==> src/rtl/mistral_lut_cfg_ctrl_pkg.sv <==
`default_nettype none
// ============================================================================
// mistral_lut_cfg_ctrl_pkg : shared constants, state encoding and width helpers
// Revision : 1.0
// ============================================================================
package mistral_lut_cfg_ctrl_pkg;

    localparam int LUT_BITS   = 64;
    localparam int LUT_INPUTS = 6;

    typedef enum logic [1:0] {
        ST_IDLE   = 2'd0,
        ST_SHIFT  = 2'd1,
        ST_COMMIT = 2'd2
    } cfg_state_t;

    function automatic int clog2(input int value);
        int r;
        r = 0;
        for (int i = 0; i < 31; i++) begin
            if ((1 << i) < value) begin
                r = i + 1;
            end
        end
        return r;
    endfunction

    // A single LUT still gets a 1-bit select so that out-of-range indices exist.
    function automatic int sel_width(input int num_luts);
        return (num_luts > 1) ? clog2(num_luts) : 1;
    endfunction

endpackage
`default_nettype wire

==> src/rtl/mistral_lut_cfg_ctrl_lut6_shadow.sv <==
`default_nettype none
// ============================================================================
// mistral_lut6_shadow : one LUT6 cell, active mask replaced atomically on commit
// Revision : 1.0
// ============================================================================
module mistral_lut6_shadow
    import mistral_lut_cfg_ctrl_pkg::*;
#(
    parameter logic [LUT_BITS-1:0] INIT_MASK = '0
) (
    input  logic                  clk,
    input  logic                  sclr,
    input  logic                  commit,
    input  logic [LUT_BITS-1:0]   data,
    input  logic [LUT_INPUTS-1:0] addr,
    output logic                  q
);

    logic [LUT_BITS-1:0] active;

    always_ff @(posedge clk) begin
        if (sclr) begin
            active <= INIT_MASK;
        end else if (commit) begin
            active <= data;
        end
    end

    assign q = active[addr];

endmodule
`default_nettype wire

==> src/rtl/mistral_lut_cfg_ctrl.sv <==
`default_nettype none
// ============================================================================
// mistral_lut_cfg_ctrl : serial mask loader with atomic commit into a LUT6 bank
// Revision : 1.0
// ============================================================================
module mistral_lut_cfg_ctrl
    import mistral_lut_cfg_ctrl_pkg::*;
#(
    parameter int                  NUM_LUTS  = 4,
    parameter int                  SHIFT_W   = 8,
    parameter logic [LUT_BITS-1:0] INIT_MASK = 64'h0
) (
    input  logic                               clk,
    input  logic                               sclr,
    input  logic                               cfg_valid,
    output logic                               cfg_ready,
    input  logic [sel_width(NUM_LUTS)-1:0]     cfg_sel,
    input  logic [LUT_BITS-1:0]                cfg_mask,
    output logic                               cfg_done,
    output logic                               busy,
    input  logic [LUT_INPUTS*NUM_LUTS-1:0]     addr,
    output logic [NUM_LUTS-1:0]                q
);

    localparam int K     = LUT_BITS / SHIFT_W;
    localparam int CNT_W = clog2(K) + 1;
    localparam int SEL_W = sel_width(NUM_LUTS);

    cfg_state_t          state;
    cfg_state_t          state_nxt;
    logic [CNT_W-1:0]    cnt;
    logic [LUT_BITS-1:0] mask_lat;
    logic [LUT_BITS-1:0] shadow;
    logic [LUT_BITS-1:0] shadow_nxt;
    logic [SEL_W-1:0]    sel_lat;
    logic [SHIFT_W-1:0]  chunk;
    logic                accept;
    logic                shift_en;
    logic                commit;
    logic                done_q;

    always_ff @(posedge clk) begin
        if (sclr) begin
            state <= ST_IDLE;
        end else begin
            state <= state_nxt;
        end
    end

    // SHIFT dwells one extra cycle with cnt==K before handing over to COMMIT.
    always_comb begin
        state_nxt = state;
        cfg_ready = 1'b0;
        accept    = 1'b0;
        shift_en  = 1'b0;
        commit    = 1'b0;
        case (state)
            ST_IDLE: begin
                cfg_ready = 1'b1;
                if (cfg_valid) begin
                    accept    = 1'b1;
                    state_nxt = ST_SHIFT;
                end
            end
            ST_SHIFT: begin
                if (cnt == CNT_W'(K)) begin
                    state_nxt = ST_COMMIT;
                end else begin
                    shift_en = 1'b1;
                end
            end
            ST_COMMIT: begin
                commit    = 1'b1;
                state_nxt = ST_IDLE;
            end
            default: begin
                state_nxt = ST_IDLE;
            end
        endcase
    end

    always_comb begin
        chunk = '0;
        for (int i = 0; i < K; i++) begin
            if (cnt == CNT_W'(i)) begin
                chunk = mask_lat[i*SHIFT_W +: SHIFT_W];
            end
        end
    end

    if (SHIFT_W == LUT_BITS) begin : g_shift_full
        assign shadow_nxt = chunk;
    end else begin : g_shift_part
        assign shadow_nxt = {chunk, shadow[LUT_BITS-1:SHIFT_W]};
    end

    always_ff @(posedge clk) begin
        if (sclr) begin
            cnt      <= '0;
            mask_lat <= '0;
            sel_lat  <= '0;
            shadow   <= '0;
            done_q   <= 1'b0;
        end else begin
            done_q <= commit;
            if (accept) begin
                mask_lat <= cfg_mask;
                sel_lat  <= cfg_sel;
                cnt      <= '0;
            end else if (shift_en) begin
                shadow <= shadow_nxt;
                cnt    <= cnt + 1'b1;
            end else if (state == ST_SHIFT) begin
                cnt <= '0;
            end
        end
    end

    assign cfg_done = done_q;
    assign busy     = ~cfg_ready;

    // An index beyond the bank matches no cell, so the commit is simply dropped.
    for (genvar k = 0; k < NUM_LUTS; k++) begin : g_lut
        logic commit_k;
        assign commit_k = commit && (sel_lat == SEL_W'(k));

        mistral_lut6_shadow #(
            .INIT_MASK (INIT_MASK)
        ) u_lut (
            .clk    (clk),
            .sclr   (sclr),
            .commit (commit_k),
            .data   (shadow),
            .addr   (addr[LUT_INPUTS*k +: LUT_INPUTS]),
            .q      (q[k])
        );
    end

endmodule
`default_nettype wire

==> config.mk <==
export PLATFORM = sky130hd
export DESIGN_NAME = mistral_lut_cfg_ctrl
export DESIGN_NICKNAME = d
export VERILOG_FILES = /design/src/rtl/mistral_lut_cfg_ctrl_pkg.sv /design/src/rtl/mistral_lut_cfg_ctrl_lut6_shadow.sv /design/src/rtl/mistral_lut_cfg_ctrl.sv
export SDC_FILE = /design/constraint.sdc
export NUM_CORES = 1
export LEC_CHECK = 0
export CAP_MARGIN = 20
export CORE_MARGIN = 5
export CORE_UTILIZATION = 35
export CTS_BUF_LIST = sky130_fd_sc_hd__clkbuf_4
export CTS_CLUSTER_SIZE = 10
export DETAILED_ROUTE_END_ITERATION = 12
export GPL_TIMING_DRIVEN = 1
export PLACE_DENSITY = 0.51
export REMOVE_ABC_BUFFERS = 1
export SLEW_MARGIN = 15
export SYNTH_ARGS = -nofsm -noshare
export SYNTH_HDL_FRONTEND = slang
export SYNTH_SLANG_ARGS = --single-unit
export TNS_END_PERCENT = 10
==> constraint.sdc <==
create_clock -name clk -period 5.5 [get_ports clk]
set_clock_uncertainty 0.2 [all_clocks]
set_input_delay 0.825 -clock clk [delete_from_list [all_inputs] [get_ports clk]]
set_output_delay 0.825 -clock clk [all_outputs]
set_load 0.01 [all_outputs]
# == Word level (Yosys, flattened, before mapping) ==
# Cells that the tools add are included.
# totals
reg_bits,393
# classes
addsub,1
order_cmp,4
n_eq_ne,15
n_mux,27
bitwise,2
reduce_logical,11
# op_table
operator,count
$mux W8,8
$lt A6 B7 Y1 const B,4
$bmux W1 S6,4
$eq A4 B3 Y1 const B,4
$mux W1,10
$eq A4 B2 Y1 const B,2
$mux W4,2
$eq A2 B2 Y1 const B,3
$add A4 B1 Y4 const B,1
$eq A2 B1 Y1 const B,2
$eq A4 B1 Y1 const B,1
$eq A4 B4 Y1 const B,1
$logic_and A1 B1 Y1,4
$logic_not A2 Y1,2
$logic_not A4 Y1,1
$mux W2,2
$ne A2 B2 Y1 const B,2
$pmux W2 S2,1
$reduce_and A2 Y1,2
$not A1 Y1,2
$reduce_bool A2 Y1,1
$reduce_or A2 Y1,1

# == Logic depth before layout (Yosys ltp) ==
# logic_depth
depth_word,9
depth_mapped,9
ltp_nobuf,7

# == By module ==
# From an unflattened synthesis, not the netlist that was laid out.
# hier_totals
hier_cells,1704
hier_area_um2,16605.9
# by_module_without_submodules
module,instances,cells_per_inst,area_each_um2,seq_area_each_um2
mistral_lut6_shadow,4,248,2772.7,1281.2
mistral_lut_cfg_ctrl,1,712,5515.3,2742.6

# == Least setup slack after synthesis ==
# OpenSTA, ideal clock, no wires.
# synth_timing
kind,input port to output port
start,in addr[12]
end,out q[2]
t_arrival_ns,2.290
t_required_ns,4.475
path_slack_ns,2.185
cell_stages,7
path_cell_list,buf_6 > buf_6 > mux4_2 > a22oi_1 > nand3_1 > o311a_1 > buf_4
# synth_between
elab_chain_cells,2
# synth_lines
element,line,source
"start, declared",mistral_lut_cfg_ctrl.sv:21,"input logic [LUT_INPUTS*NUM_LUTS-1:0] addr,"
$bmux W1 S6,mistral_lut_cfg_ctrl_lut6_shadow.sv:29,assign q = active[addr];
$mux W1 (not written as such),mistral_lut_cfg_ctrl_lut6_shadow.sv:29,
"end, declared",mistral_lut_cfg_ctrl.sv:22,output logic [NUM_LUTS-1:0] q
# Every way passes these cells. The select of a mux whose other input is x is not followed.

# == Worst setup path after layout ==
# Ends and elaborated chain as after synthesis.

==> results by group <==
Run status
  – Status: completed

Floorplan
  – Core Rows: 79
  – Initial Util: 0.3534
  – Ports: 100
  – Core ar.: 0.04646 mm²
  – Die ar.: 0.05134 mm²
  – Die width: 226.6 µm
  – Die Y: 226.6 µm

STA
  – Fmax: 215.5 MHz
  – Setup-failing EPs final: 0
  – Hold Fails Final Rpt: 0
  – Setup WS post-layout: 0.8588 ns
  – Worst-margin pin slew: 1.040 ns
  – Setup tns final: 0 ns
  – Fin crit share: 0.8439
  – RSZ-0062 raised after global routing: false
  – Worst hold margin: 0.2501 ns
  – Slew Viols, Final: 0
  – Minimum clock period: 4.641 ns
  – Max-slew headroom: 0.3047

Critical path
  – CP top delay family: buffers and inverters
  – Cell Chain, Critical Path: clkdlybuf4s50_1 > buf_4 > mux4_2 > mux2i_1 > mux2_2 > o2111ai_1 > o311a_1 > clkdlybuf4s50_1
  – Most common cell on crit path: clkdlybuf4s50_1
  – Worst-path cell with the longest stage delay: clkdlybuf4s50_1
  – Worst setup EP type: output port
  – Crit path DAT: 3.62 ns
  – CP max FO: 10
  – Crit Path Category: input pin to output port
  – CP Buf/Inv Count: 3
  – Max stage delay on crit path: 0.92 ns
  – Critical path required time: 4.47 ns
  – Startpoint types: input pin

Route
  – Met2 routed WL: 24.18 mm
  – Pre-Repair DR Iteration Count: 4
  – Met3 wire len: 2.477 mm
  – Routed wire per std cell: 18.15 µm
  – Via density: 5.136
  – Starting DRC count in detailed routing: 1022
  – Detail Route Antenna Nets: 0
  – Remaining routing DRC violations: 0
  – WL met1: 21.88 mm
  – Drt total wl: 49.93 mm
  – DR top layer: met4
  – Vias: 14130

Clock tree
  – Clk_lat worst skew: 0.87 ns
  – Clock Sinks: 393
  – Total CTS buffers: 108
  – Max clock buf depth: 3
  – Root Driver: clkbuf_4
  – PostCTS Resize Cnt: 0
  – # hold bufs at CTS: 0
  – Clock Pin Slew Worst Setup and Hold Paths: 0.06 ns
  – H-tree depth: 3
  – CTS tree: yes
  – Post-CTS setup buffers: 0

Global route
  – GRT Overall Usage: 0.1928
  – Congestion Overflow GR: 0
  – Vias in the first global route: 13620
  – Largest net degree at the start of global routing: 141
  – Initial antenna violation count: 1
  – First-pass GRT wire length: 77.95 mm

Synth
  – Yosys cell types: 49
  – Synth top area share: 0.4792
  – Largest family of logic cells by synthesized area: simple AND/OR/NAND/NOR gates
  – Mux cell area share after synthesis: 0.1036
  – XOR/XNOR Fraction of Synth Area: 0
  – Most frequent cells after synthesis: nand2_1 (793), a21oi_1 (398), dfxtp_1 (393)
  – Area leader, netlist: dfxtp_1
  – Post-Synth Simple-Gate Area: 0.2184
  – Mapped Cells: 2013
  – Synth Flop Type: dfxtp_1
  – Post-Syn Area per Cell: 8.155 µm²
  – Most numerous cell in the Yosys netlist: nand2_1
  – Seq/Total Area, Yosys: 0.4792
  – Post-Synth Adder-Cell Area: 0.003049
  – Async SR Flop Fraction: 0
  – Ranking of synthesized cells by area: dfxtp_1 (48%), nand2_1 (18%), a21oi_1 (12%)
  – Compound-cell area share of the yosys netlist: 0.1497
  – Warnings, synthesis: 0
  – EDFF count, synth: 0
  – Synth Cell Area: 0.01642 mm²
  – Yosys reg bits: 393

Placement
  – Final HPWL DP: 33.38 mm
  – IO Port Bufs: 99
  – DP Area: 0.01777 mm²
  – Pre-CTS setup slack: 0.8249 ns
  – # placed instances: 2580
  – Placer Congestion: 0.8472

Layout
  – Post-route non-filler standard cell count: 2751
  – # fillers: 4857
  – Area grow syn2layout: 15.86%
  – Post-route cell area: 0.01902 mm²
  – Final net count: 2181
  – Layout cell share with drive strength beyond 1: 0.1185

Pwr
  – Power Density: 299.6 mW/mm²
  – VDD IR max: 0.1358 mV
  – Leak pwr: 6.360 nW

Hold path
  – Worst hold path type: flip-flop to flip-flop

Run
  – Max_cap viols: 0
metrics by stage:
stage          power, mW  utilization
2_1_floorplan      3.092            -
3_3_place_gp       3.305       0.3804
3_5_place_dp       3.311       0.3825
4_1_cts            5.788       0.4089
5_1_grt            5.969       0.4094
6_report           5.698       0.4094
cell families after synthesis:
logic type | Yosys count
compound gates | 463
simple gates | 894
fa+ha+maj | 4
buf+inv | 174
mux | 85
flops | 393
routing by layer:
| layer | GRT usage | up-vias |
|---|---|---|
| li1 | - | 6958 |
| met1 | 0.2510 | 6732 |
| met2 | 0.3149 | 351 |
| met3 | 0.04247 | 89 |
| met4 | 0.07355 | 0 |
| met5 | 0 | - |
layout by cell type (no fill, tap or decap), types with 4 or more instances in the layout:
cell and n:
nand2_1 790, a21oi_1 398, dfxtp_1 393, clkbuf_4 151
clkdlybuf4s50_1 98, mux4_2 52, buf_4 22, nor2b_1 18
mux2i_1 18, nor2_1 17, o21ai_0 16, mux4_1 12
nand3b_1 11, clkinv_1 11, nand2b_1 9, a22oi_1 8
nor3b_1 8, inv_1 8, nand3_1 8, a31oi_1 7
nor3_1 7, a311oi_1 6, nand4_1 5, a211oi_1 5
o2111ai_1 4, ha_1 4, buf_12 4
sequential cells by signal (all words and copies together), names as in the netlist:
register	cells
g_lut.u_lut.active	256
mask_lat	64
shadow	64
cnt	4
sel_lat	2
state	2
cfg_done	1
worst paths after layout:
| check | slack (ns) | depth (start not counted) | endpoint | startpoint |
|---|---|---|---|---|
| max reg2reg | 2.34 | 8 | shadow[6] | cnt[0] |
| min reg2reg | 0.25 | 2 | g_lut[1].u_lut.active[34] | g_lut[1].u_lut.active[34] |
| min | 0.25 | 2 | g_lut[1].u_lut.active[34] | g_lut[1].u_lut.active[34] |
| max | 0.86 | 8 | q[2] | addr[12] |
worst register-to-register path: stages, from the launching register on:
cell     delay (ns)
dfxtp_1        0.38
inv_1          0.11
ha_1           0.49
nand2_1        0.32
nor2_1         0.10
nor2_4         0.79
buf_4          0.41
nand2_1        0.10
a21oi_1        0.15
power breakdown:
part	switching [mW]	total (mW)	internal, mW
clock network	1.21	2.45	1.24
logic	0.197	0.336	0.139
registers	0.0295	2.91	2.88
area by class of cell:
type                    count  area (µm²)  area share
repair buffers            127        1296     0.06815
clock inverters            18       95.09    0.004999
clock buffers             151        1134     0.05960
multi-input cells        1446        7836      0.4120
diodes                      1       2.502   0.0001316
flip-flops and latches    393        7868      0.4136
inverters                   8       30.03    0.001579
well taps                 607       759.5     0.03993
(Power assumes the default switching activity.)
